File: config.mk
export PLATFORM = sky130hd
export DESIGN_NAME = instr_sequencer
export DESIGN_NICKNAME = d
export VERILOG_FILES = /design/src/rtl/instr_sequencer.sv
export SDC_FILE = /design/constraint.sdc
export NUM_CORES = 1
export LEC_CHECK = 0
export ABC_AREA = 1
export BUFFER_PORTS_ARGS = -buffer_cell sky130_fd_sc_hd__clkbuf_2
export CAP_MARGIN = 5
export CELL_PAD_IN_SITES_DETAIL_PLACEMENT = 2
export CELL_PAD_IN_SITES_GLOBAL_PLACEMENT = 2
export CORE_UTILIZATION = 23
export DETAILED_ROUTE_END_ITERATION = 6
export GPL_TIMING_DRIVEN = 1
export PLACE_DENSITY = 0.76
export REMOVE_ABC_BUFFERS = 1
export SYNTH_ARGS = -nofsm -noshare
export SYNTH_HDL_FRONTEND = slang
export SYNTH_SLANG_ARGS = --single-unit
File: constraint.sdc
create_clock -name clk -period 1.36 [get_ports clk]
set_clock_uncertainty 0.2 [all_clocks]
set_input_delay 0.272 -clock clk [delete_from_list [all_inputs] [get_ports clk]]
set_output_delay 0.272 -clock clk [all_outputs]
set_load 0.05 [all_outputs]
File: src/rtl/instr_sequencer.sv
// Fetch/load/execute sequencer feeding the Controle decoder: holds the
// instruction register, steps the program counter and paces execution.
module instr_sequencer #(
  parameter int unsigned ADDR_W  = 4,
  parameter int unsigned INSTR_W = 8,
  parameter logic [3:0]  HALT_OP = 4'b1111
) (
  input  logic               clk,
  input  logic               reset,
  input  logic               run,
  input  logic [INSTR_W-1:0] imem_rdata,
  input  logic               BranchZero,
  input  logic               BranchEQ,
  input  logic               MemRead,
  input  logic               MemWrite,
  input  logic               eq_flag,
  output logic [ADDR_W-1:0]  imem_addr,
  output logic               imem_rd_en,
  output logic [3:0]         opcode,
  output logic [ADDR_W-1:0]  operand,
  output logic               exec_en,
  output logic [ADDR_W-1:0]  pc,
  output logic               halted
);

  localparam int unsigned OP_W = 4;

  typedef enum logic [2:0] {
    S_FETCH = 3'd0,
    S_LOAD  = 3'd1,
    S_EXEC  = 3'd2,
    S_MEM   = 3'd3,
    S_HALT  = 3'd4
  } state_e;

  state_e              state_q, state_d;
  logic [ADDR_W-1:0]   pc_q, pc_d;
  logic [INSTR_W-1:0]  ir_q, ir_d;
  logic                halted_q, halted_d;

  logic [OP_W-1:0]     ir_opcode;
  logic [ADDR_W-1:0]   ir_operand;
  logic                is_halt;
  logic                take_branch;
  logic                mem_access;

  // Instruction fields and decoded control conditions
  assign ir_opcode   = ir_q[INSTR_W-1 -: OP_W];
  assign ir_operand  = ir_q[ADDR_W-1:0];
  assign is_halt     = (ir_opcode == HALT_OP);
  assign take_branch = BranchZero | (BranchEQ & eq_flag);
  assign mem_access  = MemRead | MemWrite;

  // State register; reset abandons any in-flight instruction
  always_ff @(posedge clk) begin
    if (reset) begin
      state_q <= S_FETCH;
    end else begin
      state_q <= state_d;
    end
  end

  // Next-state logic
  always_comb begin
    state_d = state_q;
    case (state_q)
      S_FETCH: begin
        if (run) begin
          state_d = S_LOAD;
        end
      end
      S_LOAD: begin
        state_d = S_EXEC;
      end
      S_EXEC: begin
        if (is_halt) begin
          state_d = S_HALT;
        end else if (mem_access) begin
          state_d = S_MEM;
        end else begin
          state_d = S_FETCH;
        end
      end
      S_MEM: begin
        state_d = S_FETCH;
      end
      S_HALT: begin
        state_d = S_HALT;
      end
      default: begin
        state_d = S_FETCH;
      end
    endcase
  end

  // State-decoded strobes: ROM read on a permitted fetch, one commit per instruction
  always_comb begin
    imem_rd_en = 1'b0;
    exec_en    = 1'b0;
    case (state_q)
      S_FETCH: imem_rd_en = run;
      S_EXEC:  exec_en    = 1'b1;
      default: begin
        imem_rd_en = 1'b0;
        exec_en    = 1'b0;
      end
    endcase
  end

  // Datapath next values: IR capture and increment on load, redirect or halt on execute
  always_comb begin
    pc_d     = pc_q;
    ir_d     = ir_q;
    halted_d = halted_q;
    if (state_q == S_LOAD) begin
      ir_d = imem_rdata;
      pc_d = pc_q + ADDR_W'(1);
    end else if (state_q == S_EXEC) begin
      if (is_halt) begin
        halted_d = 1'b1;
      end else if (take_branch) begin
        pc_d = ir_operand;
      end
    end
  end

  // Datapath registers
  always_ff @(posedge clk) begin
    if (reset) begin
      pc_q     <= '0;
      ir_q     <= '0;
      halted_q <= 1'b0;
    end else begin
      pc_q     <= pc_d;
      ir_q     <= ir_d;
      halted_q <= halted_d;
    end
  end

  // Output wiring
  assign imem_addr = pc_q;
  assign pc        = pc_q;
  assign opcode    = ir_opcode;
  assign operand   = ir_operand;
  assign halted    = halted_q;

  // Structural invariants of the sequencer
  a_exec_single : assert property (@(posedge clk) (!reset && exec_en) |=> !exec_en);
  a_halt_sticky : assert property (@(posedge clk) (!reset && halted) |=> halted);
  a_ir_stable   : assert property (@(posedge clk)
                    (!reset && state_q != S_LOAD) |=> $stable(ir_q));
  a_halt_quiet  : assert property (@(posedge clk)
                    (state_q == S_HALT) |-> (!imem_rd_en && !exec_en));

endmodule
==> impl_metrics.xml, run 1 <==
<?xml version="1.0" encoding="UTF-8"?>
<metrics>
  <group name="outcome">
    <metric name="outcome" unit="">complete, but fails checks</metric>
    <metric name="violations" unit="">negative setup slack</metric>
  </group>
  <group name="place">
    <metric name="pre_cts_slack" unit="ps">-77.4</metric>
    <metric name="place.port_buffers" unit="">34</metric>
    <metric name="post_dp_cell_area" unit="µm²">1020</metric>
    <metric name="hpwlAfterDp" unit="µm">1960</metric>
    <metric name="routabilityCongestion" unit="">0.735</metric>
  </group>
  <group name="drt">
    <metric name="detail_route.wirelength.met1" unit="µm">1210</metric>
    <metric name="vias" unit="">876</metric>
    <metric name="met2RoutedLength" unit="µm">1860</metric>
    <metric name="dr.pass1.iters" unit="">4</metric>
    <metric name="residual_drc" unit="">0</metric>
    <metric name="totalWireLength" unit="µm">3180</metric>
    <metric name="detailedRoute.firstIterationViolations" unit="">6</metric>
    <metric name="detailed_routed_wire_length_on_met3" unit="µm">80</metric>
    <metric name="wl_per_cell" unit="µm">16.1</metric>
    <metric name="highest_routed_metal_layer" unit="">met4</metric>
    <metric name="antenna_left" unit="">0</metric>
    <metric name="viasPerCell" unit="">4.45</metric>
  </group>
  <group name="synth">
    <metric name="netlist_area" unit="µm²">769</metric>
    <metric name="synth_top_cells_by_count" unit="">33 x sky130_fd_sc_hd__nand2_1, 16 x sky130_fd_sc_hd__dfxtp_1, 12 x sky130_fd_sc_hd__a21oi_1</metric>
    <metric name="ys_types" unit="">22</metric>
    <metric name="synth.yosys.warnings" unit="">0</metric>
    <metric name="synthDominantCellAreaShare" unit="">0.416</metric>
    <metric name="yosysMostFrequentCell" unit="">sky130_fd_sc_hd__nand2_1</metric>
    <metric name="synth-seq-area-share" unit="">0.416</metric>
    <metric name="per_instance_average_area_after_synthesis" unit="µm²">7.54</metric>
    <metric name="syn_inst" unit="">102</metric>
    <metric name="synth_edf_count" unit="">0</metric>
    <metric name="postSynth.topFlopCell" unit="">sky130_fd_sc_hd__dfxtp_1</metric>
    <metric name="async_reset_ff_frac" unit="">0</metric>
    <metric name="synth.top_cells.by_area" unit="">sky130_fd_sc_hd__dfxtp_1 42%, sky130_fd_sc_hd__nand2_1 16%, sky130_fd_sc_hd__a21oi_1 7.8%</metric>
    <metric name="ff_latch_count_synth" unit="">16</metric>
    <metric name="synth_largest_area_cell" unit="">sky130_fd_sc_hd__dfxtp_1</metric>
  </group>
  <group name="sta">
    <metric name="timing.setup.tns" unit="ps">-890</metric>
    <metric name="setup-violations-final" unit="">12</metric>
    <metric name="grt_setup_unrepaired" unit="">yes</metric>
    <metric name="fin_hold_ws" unit="ps">2.04</metric>
    <metric name="finalHoldViolations" unit="">0</metric>
    <metric name="timing.final.ws_setup" unit="ps">-232</metric>
    <metric name="tightestPinTransition" unit="ps">269</metric>
    <metric name="worst_case_headroom_to_the_max_slew_limit" unit="">0.820</metric>
    <metric name="final.period_utilization" unit="">1.17</metric>
    <metric name="max_freq" unit="MHz">628</metric>
    <metric name="finalCriticalPeriod" unit="ps">1590</metric>
    <metric name="maxSlewViolCount" unit="">0</metric>
  </group>
  <group name="floorplan">
    <metric name="floorplan.initialDensity" unit="">0.248</metric>
    <metric name="die_area" unit="µm²">3580</metric>
    <metric name="chipWidth" unit="µm">59.8</metric>
    <metric name="die-height" unit="µm">59.8</metric>
    <metric name="ios" unit="">35</metric>
    <metric name="core-area" unit="µm²">3100</metric>
    <metric name="num_rows" unit="">20</metric>
  </group>
  <group name="setup_path">
    <metric name="crit_path_end_kind" unit="">primary output</metric>
    <metric name="worst-endpoint-required" unit="ps">890</metric>
    <metric name="crit_chain" unit="">nor2_4, nand2_2, nor2_4, buf_12</metric>
    <metric name="crit_path_max_incr_delay" unit="ps">350</metric>
    <metric name="critical_path_class" unit="">flip-flop to primary output</metric>
    <metric name="path_common_cell" unit="">sky130_fd_sc_hd__nor2_4</metric>
    <metric name="timing.rr.end" unit="">imem_addr[2]</metric>
    <metric name="critical-path-slowest-cell" unit="">sky130_fd_sc_hd__dfxtp_2</metric>
    <metric name="critical_path.max_fanout" unit="">2</metric>
    <metric name="setup.worst_path.start_class" unit="">flip-flop</metric>
    <metric name="critPathBufInv" unit="">1</metric>
    <metric name="worstRegToRegCells" unit="">7</metric>
    <metric name="cp_top_family" unit="">flip-flops</metric>
    <metric name="timing.reg2reg.setup_slack" unit="ps">-100</metric>
    <metric name="critPathArrivalTime" unit="ps">1120</metric>
    <metric name="cp_num_cells" unit="">4</metric>
    <metric name="startpoint_of_the_lowest_slack_register_to_register_path" unit="">state_q[2]</metric>
  </group>
  <group name="hold_path">
    <metric name="worst_hold_path_type" unit="">input port to flip-flop</metric>
    <metric name="whs_endpoint" unit="">ir_q[5]</metric>
    <metric name="min_path_cells" unit="">3</metric>
    <metric name="worstHoldStart" unit="">imem_rdata[5]</metric>
  </group>
  <group name="pwr">
    <metric name="p_leak" unit="nW">0.625</metric>
    <metric name="peak_supply_drop" unit="µV">399</metric>
    <metric name="power_density" unit="nW/µm²">1040</metric>
    <metric name="total_power" unit="mW">1.48</metric>
  </group>
  <group name="clocking">
    <metric name="cts-root-to-sink-buffers" unit="">2</metric>
    <metric name="clock_insertion_delay_worst_skew" unit="ps">290</metric>
    <metric name="cts_tree" unit="">yes</metric>
    <metric name="cts-buffers-inserted" unit="">3</metric>
    <metric name="clkTransAtPathRegs" unit="ps">100</metric>
    <metric name="cts-htree-levels" unit="">1</metric>
    <metric name="cts_root_cell" unit="">sky130_fd_sc_hd__clkbuf_4</metric>
    <metric name="cts.sinks" unit="">16</metric>
  </group>
  <group name="global_routing">
    <metric name="grt_antenna_before_repair" unit="">0</metric>
    <metric name="grtUsageTotal" unit="">0.181</metric>
    <metric name="grt_pass1_vias" unit="">1006</metric>
    <metric name="grt_start_max_net_pins" unit="">14</metric>
    <metric name="overflow" unit="">0</metric>
    <metric name="grt_first_pass_wirelength" unit="µm">4720</metric>
  </group>
  <group name="layout">
    <metric name="finish.instance_area" unit="µm²">1430</metric>
    <metric name="nNetsFinal" unit="">172</metric>
    <metric name="syn_to_final_growth" unit="%">85.4</metric>
    <metric name="final_layout_size_suffix_gt1_frac" unit="">0.575</metric>
    <metric name="num_antenna_cells" unit="">0</metric>
  </group>
  <group name="run">
    <metric name="max_cap_violations" unit="">0</metric>
  </group>
</metrics>
## cell type report
cell class	count	area [µm²]
timing repair buffer	54	524
fill	355	1680
multi-input combinational	71	438
tap	44	55.1
sequential	16	350
clock buffer	3	22.5
inverter	9	36.3
## sequential cells by signal, indices dropped and copies added (netlist names)
name / count
halted: 1
imem_addr: 4
ir_q: 8
state_q: 3
## repair_timing
item | 4_1_cts | 5_1_grt
endpoints found under the setup margin | 31 | 32
pin swaps | 3 | 8
hold buffers | 2 | 0
setup buffers | 2 | 9
endpoints found under the hold margin | 2 | 0
gates resized for setup | 52 | 34
## layer usage
metal / vias up / track usage
met5: - / 0
met4: 0 / 0.0731
met2: 23 / 0.351
li1: 429 / -
met1: 419 / 0.187
met3: 5 / 0.0346
## tightest hold or removal path: cells and delay by family
kind            cells  cell delay, ps
compound gates      1              50
buf+inv             1              80
simple gates        1              70
## logic make-up (layout without fill, tap and decap cells)
kind of cell | count (synthesis) | in the layout | synth area share
compound gates | 18 | 18 | 0.135
xor+xnor | 1 | 1 | 0.0114
simple gates | 51 | 51 | 0.319
buf+inv | 15 | 66 | 0.102
flops | 16 | 16 | 0.416
fa+ha+maj | 1 | 1 | 0.0163
## worst max-delay path by stage
stage	from	endpoint	slack [ps]
after floorplan	imem_addr[0]	imem_addr[2]	-590
after global placement	state_q[2]	imem_addr[3]	0.9
after detailed placement	state_q[2]	imem_rd_en	-80
after CTS	state_q[1]	imem_rd_en	-270
after global routing	state_q[2]	imem_rd_en	-270
final	state_q[2]	imem_rd_en	-230
## cell usage in the layout (no fill, tap or decap), types with 4 or more instances in the layout
cell type,Yosys,routed
sky130_fd_sc_hd__clkbuf_2,0,15
sky130_fd_sc_hd__dfxtp_1,16,4
sky130_fd_sc_hd__dfxtp_4,0,6
sky130_fd_sc_hd__a21oi_1,12,7
sky130_fd_sc_hd__buf_8,0,6
sky130_fd_sc_hd__clkbuf_4,0,4
sky130_fd_sc_hd__buf_4,4,16
sky130_fd_sc_hd__nor2_4,1,4
sky130_fd_sc_hd__a21oi_2,3,8
sky130_fd_sc_hd__clkbuf_8,0,7
sky130_fd_sc_hd__buf_6,1,4
sky130_fd_sc_hd__nand2_1,33,30
sky130_fd_sc_hd__dfxtp_2,0,6
sky130_fd_sc_hd__inv_1,8,8
sky130_fd_sc_hd__nand3_1,9,7
## power by group
part,total (mW),internal [mW],switching (mW)
clock network,0.262,0.103,0.158
logic,0.662,0.286,0.376
registers,0.554,0.508,0.0459
total,1.48,0.897,0.580
## through the flow
stage | utilization | instances
3_5_place_dp | 0.330 | 182
2_1_floorplan | - | 96
6_report | 0.460 | 197
3_3_place_gp | 0.330 | 182
5_1_grt | 0.460 | 197
4_1_cts | 0.413 | 189
(Power assumes the default switching activity.)
==> run 2, diff against run 1 <==
--- a/config.mk
+++ b/config.mk
@@ -10,6 +10,8 @@
 export CAP_MARGIN = 5
 export CELL_PAD_IN_SITES_DETAIL_PLACEMENT = 2
 export CELL_PAD_IN_SITES_GLOBAL_PLACEMENT = 2
+export CORE_ASPECT_RATIO = 2
+export CORE_MARGIN = 4
 export CORE_UTILIZATION = 23
 export DETAILED_ROUTE_END_ITERATION = 6
 export GPL_TIMING_DRIVEN = 1
==> run 2 against run 1 <==
The flow still finishes with violations (negative setup slack). Sequential share of layout area increased by 0.99 points. Combinational power fell by 3.9%. Maximum frequency up 2.2%. Design area shrank 8.3%. Critical path type unchanged. Largest cell class is now multi-input gates.
==> impl_metrics.xml, run 2 (synthesized netlist as in run 1, its figures left out) <==
<?xml version="1.0" encoding="UTF-8"?>
<metrics>
  <group name="global_routing">
    <metric name="grtUsageTotal" unit="">0.134</metric>
    <metric name="grt_first_pass_wirelength" unit="µm">4710</metric>
    <metric name="grt_antenna_before_repair" unit="">0</metric>
    <metric name="grt_pass1_vias" unit="">997</metric>
    <metric name="grt.busiest_layer" unit="">met2</metric>
    <metric name="grt_use_met3" unit="">0.0298</metric>
    <metric name="grt_start_max_net_pins" unit="">17</metric>
    <metric name="globalRouteMet1Util" unit="">0.126</metric>
    <metric name="overflow" unit="">0</metric>
    <metric name="met2_usage" unit="">0.265</metric>
  </group>
  <group name="pwr">
    <metric name="power.share.sequential" unit="">0.355</metric>
    <metric name="switch_share" unit="">0.373</metric>
    <metric name="peak_supply_drop" unit="µV">613</metric>
    <metric name="power_switching" unit="mW">0.571</metric>
    <metric name="total_power" unit="mW">1.53</metric>
    <metric name="power.combinational.fraction" unit="">0.415</metric>
    <metric name="power_density" unit="nW/µm²">1170</metric>
    <metric name="internal_power" unit="mW">0.962</metric>
    <metric name="p_leak" unit="nW">0.584</metric>
    <metric name="clock_power_share" unit="">0.230</metric>
  </group>
  <group name="run">
    <metric name="max_cap_violations" unit="">0</metric>
  </group>
  <group name="place">
    <metric name="hpwlAfterDp" unit="µm">2070</metric>
    <metric name="dp.cells" unit="">166</metric>
    <metric name="routabilityCongestion" unit="">0.681</metric>
    <metric name="post_dp_cell_area" unit="µm²">1000</metric>
    <metric name="place.port_buffers" unit="">34</metric>
    <metric name="pre_cts_slack" unit="ps">-68.7</metric>
  </group>
  <group name="drt">
    <metric name="vias" unit="">881</metric>
    <metric name="dr.pass1.iters" unit="">3</metric>
    <metric name="detailedRoute.firstIterationViolations" unit="">18</metric>
    <metric name="viasPerCell" unit="">4.92</metric>
    <metric name="wl_per_cell" unit="µm">16.4</metric>
    <metric name="residual_drc" unit="">0</metric>
    <metric name="totalWireLength" unit="µm">2940</metric>
    <metric name="antenna_left" unit="">0</metric>
  </group>
  <group name="layout">
    <metric name="register_area" unit="µm²">334</metric>
    <metric name="largest_reg_flops" unit="">8</metric>
    <metric name="fill_cells" unit="">372</metric>
    <metric name="commonest_cells_after_routing_fill_and_taps_aside" unit="">24 x sky130_fd_sc_hd__nand2_1, 16 x sky130_fd_sc_hd__clkbuf_2, 13 x sky130_fd_sc_hd__buf_4</metric>
    <metric name="final_layout_size_suffix_gt1_frac" unit="">0.574</metric>
    <metric name="layout_commonest_cell" unit="">sky130_fd_sc_hd__nand2_1</metric>
    <metric name="regMostFlops" unit="">ir_q</metric>
    <metric name="nNetsFinal" unit="">167</metric>
    <metric name="finish.cell_count_without_fillers" unit="">179</metric>
    <metric name="multi_input_comb_area" unit="µm²">455</metric>
    <metric name="num_antenna_cells" unit="">0</metric>
    <metric name="postLayoutCoreUtil" unit="">0.409</metric>
    <metric name="finish.instance_area" unit="µm²">1310</metric>
    <metric name="syn_to_final_growth" unit="%">69.9</metric>
  </group>
  <group name="sta">
    <metric name="finalHoldViolations" unit="">0</metric>
    <metric name="maxSlewViolCount" unit="">0</metric>
    <metric name="tightestPinTransition" unit="ps">450</metric>
    <metric name="setup-violations-final" unit="">12</metric>
    <metric name="finalCriticalPeriod" unit="ps">1560</metric>
    <metric name="worst_case_headroom_to_the_max_slew_limit" unit="">0.700</metric>
    <metric name="final.period_utilization" unit="">1.15</metric>
    <metric name="max_freq" unit="MHz">642</metric>
    <metric name="grt_setup_unrepaired" unit="">yes</metric>
    <metric name="timing.final.ws_setup" unit="ps">-199</metric>
  </group>
  <group name="outcome">
    <metric name="violations" unit="">negative setup slack</metric>
    <metric name="outcome" unit="">complete, but fails checks</metric>
  </group>
  <group name="clocking">
    <metric name="cts-root-to-sink-buffers" unit="">2</metric>
    <metric name="cts-htree-levels" unit="">1</metric>
    <metric name="cts-buffers-inserted" unit="">3</metric>
    <metric name="cts.sinks" unit="">16</metric>
    <metric name="cts_tree" unit="">yes</metric>
    <metric name="cts_root_cell" unit="">sky130_fd_sc_hd__clkbuf_8</metric>
    <metric name="post_cts_hold_fix_bufs" unit="">0</metric>
    <metric name="clkTransAtPathRegs" unit="ps">60</metric>
    <metric name="clock_insertion_delay_worst_skew" unit="ps">250</metric>
  </group>
  <group name="floorplan">
    <metric name="die_area" unit="µm²">4390</metric>
    <metric name="floorplan.initialDensity" unit="">0.241</metric>
    <metric name="ios" unit="">35</metric>
    <metric name="num_rows" unit="">29</metric>
    <metric name="die-height" unit="µm">89.8</metric>
    <metric name="chipWidth" unit="µm">48.9</metric>
    <metric name="core-area" unit="µm²">3190</metric>
  </group>
  <group name="setup_path">
    <metric name="path_common_cell" unit="">sky130_fd_sc_hd__nor2_4</metric>
    <metric name="startpoint_of_the_lowest_slack_register_to_register_path" unit="">state_q[2]</metric>
    <metric name="crit_path_max_incr_delay" unit="ps">350</metric>
    <metric name="critPathBufInv" unit="">1</metric>
    <metric name="crit_path_end_kind" unit="">primary output</metric>
    <metric name="critical_path.max_fanout" unit="">2</metric>
    <metric name="critical-path-slowest-cell" unit="">sky130_fd_sc_hd__dfxtp_2</metric>
    <metric name="worstSetupStartpoint" unit="">state_q[2]</metric>
    <metric name="crit_chain" unit="">nor2_4, nand2_2, nor2_4, buf_12</metric>
    <metric name="worst-endpoint-required" unit="ps">890</metric>
    <metric name="setup.worst_path.start_class" unit="">flip-flop</metric>
    <metric name="critical_path_class" unit="">flip-flop to primary output</metric>
    <metric name="cp_top_family" unit="">flip-flops</metric>
    <metric name="critPathArrivalTime" unit="ps">1090</metric>
  </group>
  <group name="hold_path">
    <metric name="worst_hold_path_type" unit="">input port to flip-flop</metric>
    <metric name="worstHoldStart" unit="">imem_rdata[1]</metric>
  </group>
</metrics>
==> run 2: path summary, 6_finish.rpt <==
| path | slack (ps) | to | cells past startpoint |
|---|---|---|---|
| worst max-delay path | -200 | imem_rd_en | 4 |
| worst max register to register | -90 | imem_addr[3] | 7 |
| worst min register to register | 260 | halted | 2 |
| worst min-delay path | 50 | ir_q[1] | 3 |
==> run 2: power by group through the flow <==
stage / registers [mW] / logic (mW) / clock network, mW
6_report: 0.544 / 0.636 / 0.352
3_5_place_dp: 0.550 / 0.463 / 0
5_1_grt: 0.550 / 0.678 / 0.382
4_1_cts: 0.544 / 0.581 / 0.362
2_1_floorplan: 0.664 / 0.169 / 0
3_3_place_gp: 0.548 / 0.447 / 0
==> run 2: cell type report <==
type / instances / share of cell area
Tap cell: 31 / 0.0297
Timing Repair Buffer: 49 / 0.309
Inverter: 9 / 0.0258
Clock buffer: 3 / 0.0316
Sequential cell: 16 / 0.256
Multi-Input combinational cell: 71 / 0.348
==> run 2: through the flow <==
stage               TNS, ps  hold WS [ps]
finish                 -892          50.1
global route          -1690          64.1
CTS                    -677          50.6
detailed placement     -382           250
global placement      -27.6           241
floorplan             -3050           134
==> run 2: repair_timing <==
action,CTS,global route
pin swaps,5,7
setup buffers,7,4
endpoints found under the setup margin,23,24
resized for setup,40,26
==> run 2: routing by layer <==
metal | part of all wire | wire (µm)
met5 | 0 | 0
met4 | 0.011 | 31
met3 | 0.036 | 107
met2 | 0.59 | 1730
met1 | 0.37 | 1080
==> run 2: worst reg2reg max path: stages (launching register included) <==
cell	delay (ps)
sky130_fd_sc_hd__dfxtp_2	350
sky130_fd_sc_hd__buf_4	160
sky130_fd_sc_hd__nor2_4	130
sky130_fd_sc_hd__buf_6	140
sky130_fd_sc_hd__nand3_4	110
sky130_fd_sc_hd__nand2_4	130
sky130_fd_sc_hd__nand2_2	60
sky130_fd_sc_hd__a21oi_2	100
==> run 3, diff against run 2 <==
--- a/config.mk
+++ b/config.mk
@@ -6,7 +6,7 @@
 export NUM_CORES = 1
 export LEC_CHECK = 0
 export ABC_AREA = 1
-export BUFFER_PORTS_ARGS = -buffer_cell sky130_fd_sc_hd__clkbuf_2
+export BUFFER_PORTS_ARGS = -buffer_cell sky130_fd_sc_hd__buf_2
 export CAP_MARGIN = 5
 export CELL_PAD_IN_SITES_DETAIL_PLACEMENT = 2
 export CELL_PAD_IN_SITES_GLOBAL_PLACEMENT = 2
@@ -14,8 +14,7 @@
 export CORE_MARGIN = 4
 export CORE_UTILIZATION = 23
 export DETAILED_ROUTE_END_ITERATION = 6
-export GPL_TIMING_DRIVEN = 1
-export PLACE_DENSITY = 0.76
+export PLACE_DENSITY_LB_ADDON = 0.25
 export REMOVE_ABC_BUFFERS = 1
 export SYNTH_ARGS = -nofsm -noshare
 export SYNTH_HDL_FRONTEND = slang
==> run 3 against run 2 <==
Largest power group unchanged. Combinational power decreased by 8.3%. The flow still finishes with violations (negative setup slack). Power decreased by 3.2%. Final cell count unchanged. Setup slack improved by 61 ps. Non-clock buffer count unchanged. Clock power about the same. Die area unchanged. Critical path depth unchanged. Via count decreased by 2.0%.
==> impl_metrics.xml, run 3 (synthesized netlist as in run 1, its figures left out) <==
<?xml version="1.0" encoding="UTF-8"?>
<metrics>
  <group name="outcome">
    <metric name="outcome" unit="">complete, but fails checks</metric>
    <metric name="violations" unit="">negative setup slack</metric>
  </group>
  <group name="run">
    <metric name="max_cap_violations" unit="">0</metric>
  </group>
  <group name="pwr">
    <metric name="p_leak" unit="nW">0.571</metric>
    <metric name="total_power" unit="mW">1.48</metric>
    <metric name="power_density" unit="nW/µm²">1190</metric>
    <metric name="peak_supply_drop" unit="µV">537</metric>
  </group>
  <group name="place">
    <metric name="pre_cts_slack" unit="ps">-43.7</metric>
    <metric name="place.port_buffers" unit="">34</metric>
    <metric name="routabilityCongestion" unit="">0.661</metric>
    <metric name="dp.cells" unit="">168</metric>
    <metric name="post_dp_cell_area" unit="µm²">986</metric>
    <metric name="hpwlAfterDp" unit="µm">1940</metric>
  </group>
  <group name="layout">
    <metric name="finish.cell_count_without_fillers" unit="">179</metric>
    <metric name="final_layout_size_suffix_gt1_frac" unit="">0.547</metric>
    <metric name="postLayoutCoreUtil" unit="">0.390</metric>
    <metric name="num_antenna_cells" unit="">0</metric>
    <metric name="regMostFlops" unit="">ir_q</metric>
    <metric name="syn_to_final_growth" unit="%">62.0</metric>
    <metric name="commonest_cells_after_routing_fill_and_taps_aside" unit="">27 x sky130_fd_sc_hd__nand2_1, 19 x sky130_fd_sc_hd__buf_2, 16 x sky130_fd_sc_hd__buf_4</metric>
    <metric name="largest_reg_flops" unit="">8</metric>
    <metric name="layout_commonest_cell" unit="">sky130_fd_sc_hd__nand2_1</metric>
    <metric name="finish.instance_area" unit="µm²">1250</metric>
    <metric name="nNetsFinal" unit="">167</metric>
  </group>
  <group name="global_routing">
    <metric name="globalRouteMet1Util" unit="">0.127</metric>
    <metric name="grt_pass1_vias" unit="">959</metric>
    <metric name="grtUsageTotal" unit="">0.121</metric>
    <metric name="met2_usage" unit="">0.230</metric>
    <metric name="grt_use_met3" unit="">0.0166</metric>
    <metric name="grt_start_max_net_pins" unit="">14</metric>
    <metric name="grt_antenna_before_repair" unit="">0</metric>
    <metric name="grt_first_pass_wirelength" unit="µm">4340</metric>
    <metric name="overflow" unit="">0</metric>
    <metric name="grt.busiest_layer" unit="">met2</metric>
  </group>
  <group name="drt">
    <metric name="residual_drc" unit="">0</metric>
    <metric name="totalWireLength" unit="µm">2680</metric>
    <metric name="dr.pass1.iters" unit="">2</metric>
    <metric name="viasPerCell" unit="">4.82</metric>
    <metric name="vias" unit="">863</metric>
    <metric name="antenna_left" unit="">0</metric>
    <metric name="detailedRoute.firstIterationViolations" unit="">7</metric>
    <metric name="wl_per_cell" unit="µm">15.0</metric>
  </group>
  <group name="floorplan">
    <metric name="floorplan.initialDensity" unit="">0.241</metric>
    <metric name="core-area" unit="µm²">3190</metric>
    <metric name="die-height" unit="µm">89.8</metric>
    <metric name="num_rows" unit="">29</metric>
    <metric name="die_area" unit="µm²">4390</metric>
    <metric name="chipWidth" unit="µm">48.9</metric>
    <metric name="ios" unit="">35</metric>
  </group>
  <group name="setup_path">
    <metric name="crit_path_end_kind" unit="">primary output</metric>
    <metric name="setup.worst_path.start_class" unit="">flip-flop</metric>
    <metric name="critPathArrivalTime" unit="ps">1030</metric>
    <metric name="worst-endpoint-required" unit="ps">890</metric>
    <metric name="critical_path.max_fanout" unit="">3</metric>
    <metric name="critical_path_class" unit="">flip-flop to primary output</metric>
  </group>
  <group name="sta">
    <metric name="finalHoldViolations" unit="">0</metric>
    <metric name="max_freq" unit="MHz">668</metric>
    <metric name="fin_hold_ws" unit="ps">62.2</metric>
    <metric name="worst_case_headroom_to_the_max_slew_limit" unit="">0.828</metric>
    <metric name="grt_setup_unrepaired" unit="">yes</metric>
    <metric name="finalCriticalPeriod" unit="ps">1500</metric>
    <metric name="maxSlewViolCount" unit="">0</metric>
    <metric name="tightestPinTransition" unit="ps">256</metric>
    <metric name="timing.final.ws_setup" unit="ps">-138</metric>
    <metric name="setup-violations-final" unit="">4</metric>
    <metric name="final.period_utilization" unit="">1.10</metric>
    <metric name="timing.setup.tns" unit="ps">-289</metric>
  </group>
  <group name="clocking">
    <metric name="cts-root-to-sink-buffers" unit="">2</metric>
    <metric name="cts_root_cell" unit="">sky130_fd_sc_hd__clkbuf_8</metric>
    <metric name="cts-buffers-inserted" unit="">3</metric>
    <metric name="cts.sinks" unit="">16</metric>
    <metric name="cts-htree-levels" unit="">1</metric>
    <metric name="clkTransAtPathRegs" unit="ps">60</metric>
    <metric name="cts_tree" unit="">yes</metric>
    <metric name="clock_insertion_delay_worst_skew" unit="ps">240</metric>
    <metric name="post_cts_hold_fix_bufs" unit="">0</metric>
  </group>
  <group name="hold_path">
    <metric name="worst_hold_path_type" unit="">input port to flip-flop</metric>
  </group>
</metrics>
-- run 3: what timing repair did --
item / in CTS / in global routing
cloned: 0 / 0
pin swaps: 4 / 6
resized for setup: 31 / 25
setup endpoints to repair: 20 / 22
buffers inserted: 5 / 3
-- run 3: area by class of cell --
cell class                 count  area (µm²)
clock buffer                   3        41.3
fill                         393        1950
inverter                       9        36.3
multi-input combinational     71         428
sequential                    16         337
tap                           31        38.8
timing repair buffer          49         365
-- run 3: power by group --
| part | total, mW | internal (mW) | leakage, nW | switching [mW] |
|---|---|---|---|---|
| clock network | 0.350 | 0.196 | 0.0216 | 0.154 |
| logic | 0.583 | 0.228 | 0.414 | 0.355 |
| registers | 0.550 | 0.512 | 0.135 | 0.0383 |
-- run 3: worst paths after layout --
path | startpoint | to | slack [ps] | cells past startpoint
max | state_q[1] | imem_rd_en | -140 | 4
min | imem_rdata[4] | ir_q[4] | 60 | 3
max reg2reg | state_q[0] | imem_addr[1] | -20 | 8
min reg2reg | halted | halted | 260 | 2
-- run 3: metal layers --
metal | part of all wire | vias to the layer above | routed length, µm
met2 | 0.64 | 15 | 1700
met5 | 0 | - | 0
met3 | 0.022 | 2 | 58
met4 | 0.0090 | 0 | 24
li1 | - | 420 | -
met1 | 0.33 | 426 | 893
-- run 3: worst max-delay path, cell delays in order (launching register included) --
cell and delay, ps:
sky130_fd_sc_hd__dfxtp_4 360, sky130_fd_sc_hd__nor2_4 100, sky130_fd_sc_hd__nand2_2 80, sky130_fd_sc_hd__nor2_4 90
sky130_fd_sc_hd__buf_6 160
